<file path="config.mk">
export PLATFORM = sky130hd
export DESIGN_NAME = cic_decimator_mc
export DESIGN_NICKNAME = d
export VERILOG_FILES = /design/src/rtl/cic_decimator_mc.sv
export SDC_FILE = /design/constraint.sdc
export NUM_CORES = 2
export LEC_CHECK = 0
export CORE_MARGIN = 4
export CORE_UTILIZATION = 63
export DETAILED_ROUTE_END_ITERATION = 8
export PLACE_DENSITY_LB_ADDON = 0.2
export SYNTH_ARGS = -nofsm -noshare
export SYNTH_HDL_FRONTEND = slang
export SYNTH_SLANG_ARGS = --single-unit
</file>
<file path="constraint.sdc">
create_clock -name i_clk -period 33 [get_ports i_clk]
set_clock_uncertainty 0.05 [all_clocks]
set_input_delay 6.6 -clock i_clk [delete_from_list [all_inputs] [get_ports i_clk]]
set_output_delay 6.6 -clock i_clk [all_outputs]
set_load 0.02 [all_outputs]
</file>
<file path="src/rtl/cic_decimator_mc.sv">
// Multi-channel CIC decimator with runtime power-of-two rate, TDM channel tags and
// a registered valid/ready output. Integrators per channel, two-stage comb/scale pipeline.
module cic_decimator_mc #(
  parameter  int N_CH      = 2,
  parameter  int ORDER     = 3,
  parameter  int LOG2_RMAX = 6,
  parameter  int DATA_W    = 24,
  localparam int ACC_W     = DATA_W + ORDER * LOG2_RMAX,
  localparam int CH_W      = (N_CH > 1) ? $clog2(N_CH) : 1,
  localparam int K_W       = $clog2(LOG2_RMAX + 1)
) (
  input  logic              i_clk,
  input  logic              i_rst,
  input  logic              i_valid,
  input  logic [DATA_W-1:0] i_data,
  input  logic [CH_W-1:0]   i_ch,
  input  logic [K_W-1:0]    i_rate_k,
  input  logic              i_rate_wr,
  output logic              o_valid,
  input  logic              i_ready,
  output logic [DATA_W-1:0] o_data,
  output logic [CH_W-1:0]   o_ch,
  output logic              o_ovr,
  output logic              o_err
);

  localparam logic [CH_W:0]          NCH_L     = (CH_W + 1)'(N_CH);
  localparam logic [K_W-1:0]         K_ONE_L   = {{(K_W - 1){1'b0}}, 1'b1};
  localparam logic [K_W-1:0]         K_MAX_L   = K_W'(LOG2_RMAX);
  localparam logic [LOG2_RMAX-1:0]   CNT_ONE_L = {{(LOG2_RMAX - 1){1'b0}}, 1'b1};
  localparam logic signed [ACC_W:0]  SAT_MAX_L = (ACC_W + 1)'({1'b0, {(DATA_W - 1){1'b1}}});
  localparam logic signed [ACC_W:0]  SAT_MIN_L = ~SAT_MAX_L;

  // Gain normalisation: divide by R^ORDER = 2^(ORDER*k), round half up, clamp to DATA_W.
  function automatic logic [DATA_W-1:0] scale_sat(input logic [ACC_W-1:0] x,
                                                  input logic [K_W-1:0]   k);
    logic signed [ACC_W:0] xe;
    logic signed [ACC_W:0] rnd;
    logic signed [ACC_W:0] shr_v;
    logic [DATA_W-1:0]     res;
    int unsigned           sh;
    sh    = ORDER * 32'(k);
    xe    = signed'({x[ACC_W-1], x});
    rnd   = signed'({{ACC_W{1'b0}}, 1'b1} << (sh - 1));
    shr_v = (xe + rnd) >>> sh;
    if (shr_v > SAT_MAX_L) begin
      res = SAT_MAX_L[DATA_W-1:0];
    end else if (shr_v < SAT_MIN_L) begin
      res = SAT_MIN_L[DATA_W-1:0];
    end else begin
      res = shr_v[DATA_W-1:0];
    end
    return res;
  endfunction

  logic [ACC_W-1:0]     integ_r [N_CH][ORDER];
  logic [ACC_W-1:0]     dly_r   [N_CH][ORDER];
  logic [LOG2_RMAX-1:0] cnt_r   [N_CH];
  logic [K_W-1:0]       k_r;

  logic                 ch_ok_s;
  logic [CH_W-1:0]      ch_idx_s;
  logic                 acc_s;
  logic                 ev_s;
  logic                 k_legal_s;
  logic [LOG2_RMAX-1:0] rmask_s;
  logic [ACC_W-1:0]     din_ext_s;
  logic [ACC_W-1:0]     integ_nxt_s [ORDER];

  logic                 s1_ev_r;
  logic [CH_W-1:0]      s1_ch_r;
  logic [ACC_W-1:0]     s1_val_r;
  logic [ACC_W-1:0]     comb_x_s [ORDER+1];
  logic                 s2_ev_r;
  logic [CH_W-1:0]      s2_ch_r;
  logic [ACC_W-1:0]     s2_val_r;
  logic [DATA_W-1:0]    scaled_s;

  // Input qualification, decimation event detect and the cascaded integrator sums.
  always_comb begin
    ch_ok_s   = ({1'b0, i_ch} < NCH_L);
    ch_idx_s  = ch_ok_s ? i_ch : {CH_W{1'b0}};
    acc_s     = i_valid & ~i_rate_wr & ch_ok_s;
    k_legal_s = (i_rate_k >= K_ONE_L) && (i_rate_k <= K_MAX_L);
    rmask_s   = ~({LOG2_RMAX{1'b1}} << k_r);
    ev_s      = (cnt_r[ch_idx_s] == rmask_s);
    din_ext_s = {{(ACC_W - DATA_W){i_data[DATA_W-1]}}, i_data};
    integ_nxt_s[0] = integ_r[ch_idx_s][0] + din_ext_s;
    for (int j = 1; j < ORDER; j++) begin
      integ_nxt_s[j] = integ_r[ch_idx_s][j] + integ_nxt_s[j-1];
    end
  end

  // Per-channel integrator and decimation counter state.
  always_ff @(posedge i_clk or posedge i_rst) begin
    if (i_rst) begin
      for (int c = 0; c < N_CH; c++) begin
        cnt_r[c] <= {LOG2_RMAX{1'b0}};
        for (int j = 0; j < ORDER; j++) integ_r[c][j] <= {ACC_W{1'b0}};
      end
    end else if (i_rate_wr) begin
      for (int c = 0; c < N_CH; c++) begin
        cnt_r[c] <= {LOG2_RMAX{1'b0}};
        for (int j = 0; j < ORDER; j++) integ_r[c][j] <= {ACC_W{1'b0}};
      end
    end else if (acc_s) begin
      for (int j = 0; j < ORDER; j++) integ_r[ch_idx_s][j] <= integ_nxt_s[j];
      cnt_r[ch_idx_s] <= ev_s ? {LOG2_RMAX{1'b0}} : cnt_r[ch_idx_s] + CNT_ONE_L;
    end
  end

  // Stage 1: capture the last integrator output with its channel and event tag.
  always_ff @(posedge i_clk or posedge i_rst) begin
    if (i_rst) begin
      s1_ev_r  <= 1'b0;
      s1_ch_r  <= {CH_W{1'b0}};
      s1_val_r <= {ACC_W{1'b0}};
    end else if (i_rate_wr) begin
      s1_ev_r  <= 1'b0;
      s1_ch_r  <= {CH_W{1'b0}};
      s1_val_r <= {ACC_W{1'b0}};
    end else begin
      s1_ev_r  <= acc_s & ev_s;
      s1_ch_r  <= ch_idx_s;
      s1_val_r <= integ_nxt_s[ORDER-1];
    end
  end

  // Comb cascade at the decimated rate, using the channel's delay line.
  always_comb begin
    comb_x_s[0] = s1_val_r;
    for (int j = 0; j < ORDER; j++) begin
      comb_x_s[j+1] = comb_x_s[j] - dly_r[s1_ch_r][j];
    end
  end

  // Stage 2: register comb result and advance the channel's comb delays on events only.
  always_ff @(posedge i_clk or posedge i_rst) begin
    if (i_rst) begin
      s2_ev_r  <= 1'b0;
      s2_ch_r  <= {CH_W{1'b0}};
      s2_val_r <= {ACC_W{1'b0}};
      for (int c = 0; c < N_CH; c++) begin
        for (int j = 0; j < ORDER; j++) dly_r[c][j] <= {ACC_W{1'b0}};
      end
    end else if (i_rate_wr) begin
      s2_ev_r  <= 1'b0;
      s2_ch_r  <= {CH_W{1'b0}};
      s2_val_r <= {ACC_W{1'b0}};
      for (int c = 0; c < N_CH; c++) begin
        for (int j = 0; j < ORDER; j++) dly_r[c][j] <= {ACC_W{1'b0}};
      end
    end else begin
      s2_ev_r  <= s1_ev_r;
      s2_ch_r  <= s1_ch_r;
      s2_val_r <= comb_x_s[ORDER];
      if (s1_ev_r) begin
        for (int j = 0; j < ORDER; j++) dly_r[s1_ch_r][j] <= comb_x_s[j];
      end
    end
  end

  // Scaling is combinational ahead of the output register.
  always_comb begin
    scaled_s = scale_sat(s2_val_r, k_r);
  end

  // Output register with valid/ready hold; a result arriving while held is dropped.
  always_ff @(posedge i_clk or posedge i_rst) begin
    if (i_rst) begin
      o_valid <= 1'b0;
      o_data  <= {DATA_W{1'b0}};
      o_ch    <= {CH_W{1'b0}};
      o_ovr   <= 1'b0;
    end else if (i_rate_wr) begin
      o_valid <= 1'b0;
      o_data  <= {DATA_W{1'b0}};
      o_ch    <= {CH_W{1'b0}};
      o_ovr   <= 1'b0;
    end else if (s2_ev_r) begin
      if (o_valid && !i_ready) begin
        o_ovr <= 1'b1;
      end else begin
        o_valid <= 1'b1;
        o_data  <= scaled_s;
        o_ch    <= s2_ch_r;
      end
    end else if (o_valid && i_ready) begin
      o_valid <= 1'b0;
    end
  end

  // Active rate and sticky error flag; an illegal rate keeps the old k but still flushes.
  always_ff @(posedge i_clk or posedge i_rst) begin
    if (i_rst) begin
      k_r   <= K_ONE_L;
      o_err <= 1'b0;
    end else if (i_rate_wr) begin
      if (k_legal_s) k_r <= i_rate_k;
      o_err <= ~k_legal_s;
    end else if (i_valid && !ch_ok_s) begin
      o_err <= 1'b1;
    end
  end

endmodule

</file>
# After elaboration in Yosys (flattened, before gate mapping)
# Cells that the tools add are included.
[totals] output_inout_bits=28 in_bits=33 regBits=635 elab_cells=130
[op_classes] muxes=58 shifts=3 mul=1 magnitude_cmp=8 bitwise_logic=7 n_reduce_logical=15 n_eq_ne=3 addsub=9
[op_table] cell="252-bit bitwise mux" n=6
[op_table] cell="126-bit two-way mux" n=8
[op_table] cell="252-bit two-way mux" n=4
[op_table] cell="126-bit demux with 1-bit select" n=6
[op_table] cell="42-bit two-way mux" n=4
[op_table] cell="84-bit two-way mux" n=2
[op_table] cell="42-bit adder" n=3
[op_table] cell="42-bit subtractor" n=3
[op_table] cell="24-bit two-way mux" n=5
[op_table] cell="42-bit by 43-bit adder with 43-bit output" n=1
[op_table] cell="43-bit by 24-bit > comparator with 1-bit output, second input constant" n=1
[op_table] cell="43-bit by 24-bit less-than comparator with 1-bit output, second input constant" n=1
[op_table] cell="1-bit by 32-bit left shift with 43-bit output, first input constant" n=1
[op_table] cell="43-bit by 5-bit >>> shifter with 43-bit output" n=1
[op_table] cell="6-bit two-way mux" n=5
[op_table] cell="12-bit two-way mux" n=2
[op_table] cell="1-bit two-way mux" n=14
[op_table] cell="12-bit bitwise mux" n=1
[op_table] cell="2-bit AND reduction" n=4
[op_table] cell="2-bit nonzero test" n=4
[op_table] cell="6-bit by 1-bit adder with 6-bit output, second input constant" n=1
[op_table] cell="6-bit demux with 1-bit select" n=1
[op_table] cell="6-bit == test" n=1
[op_table] cell="6-bit NOT" n=1
[op_table] cell="15 further kinds" n=24

# Depth between registers and ports, before layout
[logic_depth] word_depth=11 ltp_mapped=42

# Least setup slack after synthesis
# Ideal clock, no wire load.
[synth_path] kind="in2reg" from="input i_ch" to="register, netlist name integ_r[38]" cell_stages=37 n_path_buf=3 slack_ns=18.403 setup_time_ns=0.078 arrival_time_ns=14.469 required_ns=32.872 cell_sequence="clkbuf_1 clkbuf_1 clkbuf_1 mux2_2 ha_1 fa_1 a21o_1 a21oi_1 o21a_1 o31ai_1 or2_2 a31oi_1 xnor2_1 ha_1 a21o_1 a31oi_1 nand2b_1 o21ai_0 o21ai_0 a21o_1 a21oi_1 o21bai_1 a21o_1 xnor2_1 inv_1 ha_1 and3_1 a21oi_1 o211ai_1 a31o_2 a22o_1 o41ai_1 nand2b_1 a21boi_0 o21ai_0 o311ai_0 a21oi_1"
[synth_between] elab_chain_len=10 elab_cells_between_ends=19 cone_classes="add/sub (3); order compare (2); mux (12); bitwise (1); reduce/logical (1)"
[synth_lines] item="start: declaration" line="16" rtl="input logic [CH_W-1:0] i_ch,"
[synth_lines] item="1-bit NOT with 2-bit output (not written as such) (*)" line="88, 90, 107"
[synth_lines] item="126-bit two-way mux (not written as such) (3 in series)" line="90" rtl="integ_nxt_s[j] = integ_r[ch_idx_s][j] + integ_nxt_s[j-1];"
[synth_lines] item="42-bit adder" line="88" rtl="integ_nxt_s[0] = integ_r[ch_idx_s][0] + din_ext_s;"
[synth_lines] item="42-bit adder or 252-bit bitwise mux (tied branches) (2 in series)" line="90, 107"
[synth_lines] item="252-bit bitwise mux (*)" line="107" rtl="for (int j = 0; j < ORDER; j++) integ_r[ch_idx_s][j] <= integ_nxt_s[j];"
[synth_lines] item="252-bit two-way mux (*)" line="106" rtl="end else if (acc_s) begin"
[synth_lines] item="252-bit two-way mux (*)" line="101" rtl="end else if (i_rate_wr) begin"
# Mark *: on every way between the ends. The rest lies on a longest branch, timed or not. The select of a mux whose other input is x is not followed.
# A chain may end at the register's enable or synchronous reset.

# Worst setup path in the final report
[layout_path] from="input i_ch" to="register, netlist name integ_r[38]"
[layout_between] elab_chain_len=10 elab_cells_between_ends=19 cone_classes="add/sub (3); order compare (2); mux (12); bitwise (1); reduce/logical (1)"
[layout_lines] item="1-bit NOT with 2-bit output (not written as such) (*)" line="88, 90, 107"
[layout_lines] item="126-bit two-way mux (not written as such) (3 in series)" line="90"
[layout_lines] item="42-bit adder" line="88"
[layout_lines] item="42-bit adder or 252-bit bitwise mux (tied branches) (2 in series)" line="90, 107"
[layout_lines] item="252-bit bitwise mux (*)" line="107"
[layout_lines] item="252-bit two-way mux (*)" line="106"
[layout_lines] item="252-bit two-way mux (*)" line="101"
# Marks and branches as above.

==> impl_results.md <==
- Status: complete, no violations
- Register Area: 15,900 um^2
- Area contributors post-synth: dfrtp_1 37%, ha_1 8.6%, a21oi_1 5.6%
- Detailed Place HPWL: 75,900 um
- CP endpoint: integ_r[38]
- Final Critical Period: 14.86 ns
- Pleak: 21.7 nW
- Crit-path leading delay family: compound AO/OA/AOI/OAI gates
- Fillers: 5,298
- Synth Cell Area: 43,300 um^2
- Row count: 95
- CP bufs+invs: 2
- Cts hold-fix bufs: 0
- Antenna cell count: 0
- Mux share of post-synthesis cell area: 0.0837
- Share of layout cells above drive strength 1: 0.0814
- Root buffer cell: clkbuf_16
- Main combinational cell family by area after synthesis: compound AO/OA/AOI/OAI gates
- RD Place Congestion: 0.972
- Max incr delay on CP: 0.48 ns
- Compound-gate portion of the synthesized area: 0.233
- Core ar.: 67,600 um^2
- Die H: 270 um
- Fin nets: 5,000
- RSZ-0062 raised after global routing: false
- Worst Path Max Fanout: 52
- Critical Path RT: 33.48 ns
- Net Sw Frac: 0.479
- Seq cells post-synth: 635
- Max-cap violations: 0
- Clock transition at the registers of the reported paths: 0.06 ns
- Io pins: 61
- Post-DR wirelength/cell: 19.7 um
- Count of cell types in the netlist: 110
- CP Class: in2reg
- Antenna violations before repair: 0
- Placement Setup Slack: 17.66 ns
- Final wirelength: 110,000 um
- Slew @ Worst Pin: 1.17 ns
- Drt first pass iters: 5
- Drt first-iter violations: 2,718
- Synth Area per Inst: 9.12 um^2
- Clock power frac: 0.153
- Crit path setup slack, layout: 18.14 ns
- Via/cell ratio: 6.39
- Clock latency on the worst-skew pair: 0.62 ns
- Synth Instances: 4,746
- Comb power frac: 0.675
- GR Util All Layers: 0.295
- Largest area contributor in the netlist: dfrtp_1
- Post-cts resize count: 0
- R2R Path End: o_data[21]
- Setup TNS: 0 ns
- Worst Hold Class: reg2reg
- Total die area: 72,900 um^2
- Achievable frequency: 67.3 MHz
- Chip width: 270 um
- Worst reg-to-reg path cell count: 30
- Global-route wire length before repair: 181,000 um
- Reg2Reg Setup Slack: 23.67 ns
- Placed Cells: 5,464
- Sequential area share after synthesis: 0.367
- Endpoints failing setup: 0
- Levels on crit path: 34
- Top_reg_cell synth: dfrtp_1
- Top cell by count, worst path: a21o_1
- Vias in the first global route: 35,100
- Vias: 35,700
- Count of input and output buffers: 60
- CTS Buf Count: 70
- Yosys top cell area share: 0.367
- Max H-tree Level: 3
- Largest net degree at the start of global routing: 174
- XOR/XNOR Fraction of Synth Area: 0.0532
- Clock sinks: 635
- CP startpoint: i_ch
- Number of flops mapped to enable cells by yosys: 0
- FF-to-FF Start: k_r[0]
- Adder-cell share of the synthesized area: 0.0893
- Routed Antenna Nets: 0
- Pins Over Slew Limit: 0
- FFs w/ async S/R, synth: 1.00
- Initial Util: 0.640
- Multi-input logic area: 26,000 um^2
- Setup crit end kind: flop
- Warnings, synthesis: 0
- Startpoint Class: input pin
- Final clock period utilization by the worst path: 0.450
- Psw: 2.64 mW
- Clk buf depth: 3
- Fin cells: 5,590
- Internal Dissipation: 2.87 mW
- Post-CTS setup buffer count: 0
- Peak supply drop: 0.000103 V
- Flop pwr share: 0.172
- Area growth from synthesis to layout: 8.26%
- CTS tree: done
- Overall power: 5.52 mW
- Slowest cell on the critical path: a211oi_1
- Max_slew headroom: 0.210
- # DRC: 0
- Final Hold Vio Count: 0
- CP Data Arrival Time: 15.34 ns
- Synth Area in Simple Gates: 0.140
- Total congestion overflow: 0
- PD cells: 118 nW/um^2
## stage by stage
stage               instance area (um^2)  utilization  hold WS, ns
CTS                                46800        0.693        0.431
detailed placement                 44300        0.656        0.418
global placement                   44300        0.656        0.406
global route                       46800        0.693        0.458
finish                             46800        0.693        0.431
floorplan                          43300            -        0.393
## routing by layer
metal	global-route usage	wire, um
met5	0	0
met4	0.121	4750
met3	0.0338	4700
met2	0.510	54200
met1	0.380	46300
## cell usage after synthesis, drive strengths merged, types with 33 or more instances
library cell,n
o21a,44
mux2,148
buf,68
o21ai,201
xnor2,178
o21bai,38
a31oi,46
clkbuf,189
ha,296
nand2b,43
nor2,338
inv,113
a21o,136
nand3,88
and3,33
a211oi,62
dfrtp,634
and2,59
nand2,588
a22o,242
nor2b,40
mux2i,181
xor2,85
a21oi,493
nor3,58
## registers in the layout, indices dropped and copies added (netlist names), 3 cells and up
signal and count:
cnt_r 12, dly_r 252, integ_r 252, k_r 3
o_data 24, s1_val_r 42, s2_val_r 42
## power by group through the flow
stage          Sequential (mW)  Combinational, mW  Clock [mW]
6_report                 0.948               3.73       0.842
5_1_grt                  0.957               4.14       0.891
4_1_cts                  0.948               3.67       0.856
3_5_place_dp             0.961               3.64           0
3_3_place_gp             0.958               3.58           0
2_1_floorplan            0.939               2.86           0
## cells by family (layout without fill, tap and decap cells)
| kind of cell | count (synthesis) | in the layout |
|---|---|---|
| mux | 335 | 335 |
| buf+inv | 371 | 333 |
| other cells | 1 | 10 |
| flops | 635 | 635 |
| fa+ha+maj | 304 | 304 |
| simple gates | 1354 | 1354 |
| xor+xnor | 263 | 263 |
| compound gates | 1483 | 1483 |
## cell usage in the layout (no fill, tap or decap), types with 12 or more instances in the layout
cell             count
or2_2               16
dfrtp_1            633
xor2_1              84
a31oi_1             43
inv_1              111
a221o_1             27
a21oi_1            483
o31ai_1             21
clkbuf_16           72
nor2b_1             39
a22o_1             242
nand2_1            586
o21ai_1             12
buf_4               32
nand3_1             88
o21a_1              44
mux2i_1            181
or3_1               12
a21o_1             136
a21boi_0            16
nor2_1             337
o211ai_1            27
clkdlybuf4s50_1     58
and2_1              55
o21ai_0            186
nand4_1             32
o21bai_1            38
nor3_1              56
clkbuf_8            13
xnor2_1            177
mux2_2             146
ha_1               296
a211oi_1            61
and3_1              33
nand2b_1            42
## cell type report
class | count | share of cell area
clock buffers | 94 | 0.0430
clock inverters | 32 | 0.0105
inverters | 114 | 0.00930
multi-input cells | 3749 | 0.556
flip-flops and latches | 635 | 0.339
well taps | 873 | 0.0233
repair buffers | 93 | 0.0185
## how the worst min path moves through the flow
stage | from | end | cells past startpoint
floorplan | s2_ch_r | o_ch | 1
global placement | dly_r[42] | dly_r[42] | 2
detailed placement | dly_r[42] | dly_r[42] | 2
CTS | cnt_r[11] | cnt_r[11] | 1
global route | dly_r[49] | dly_r[49] | 2
finish | cnt_r[11] | cnt_r[11] | 1
No activity file was read; power rests on OpenSTA's default activity.
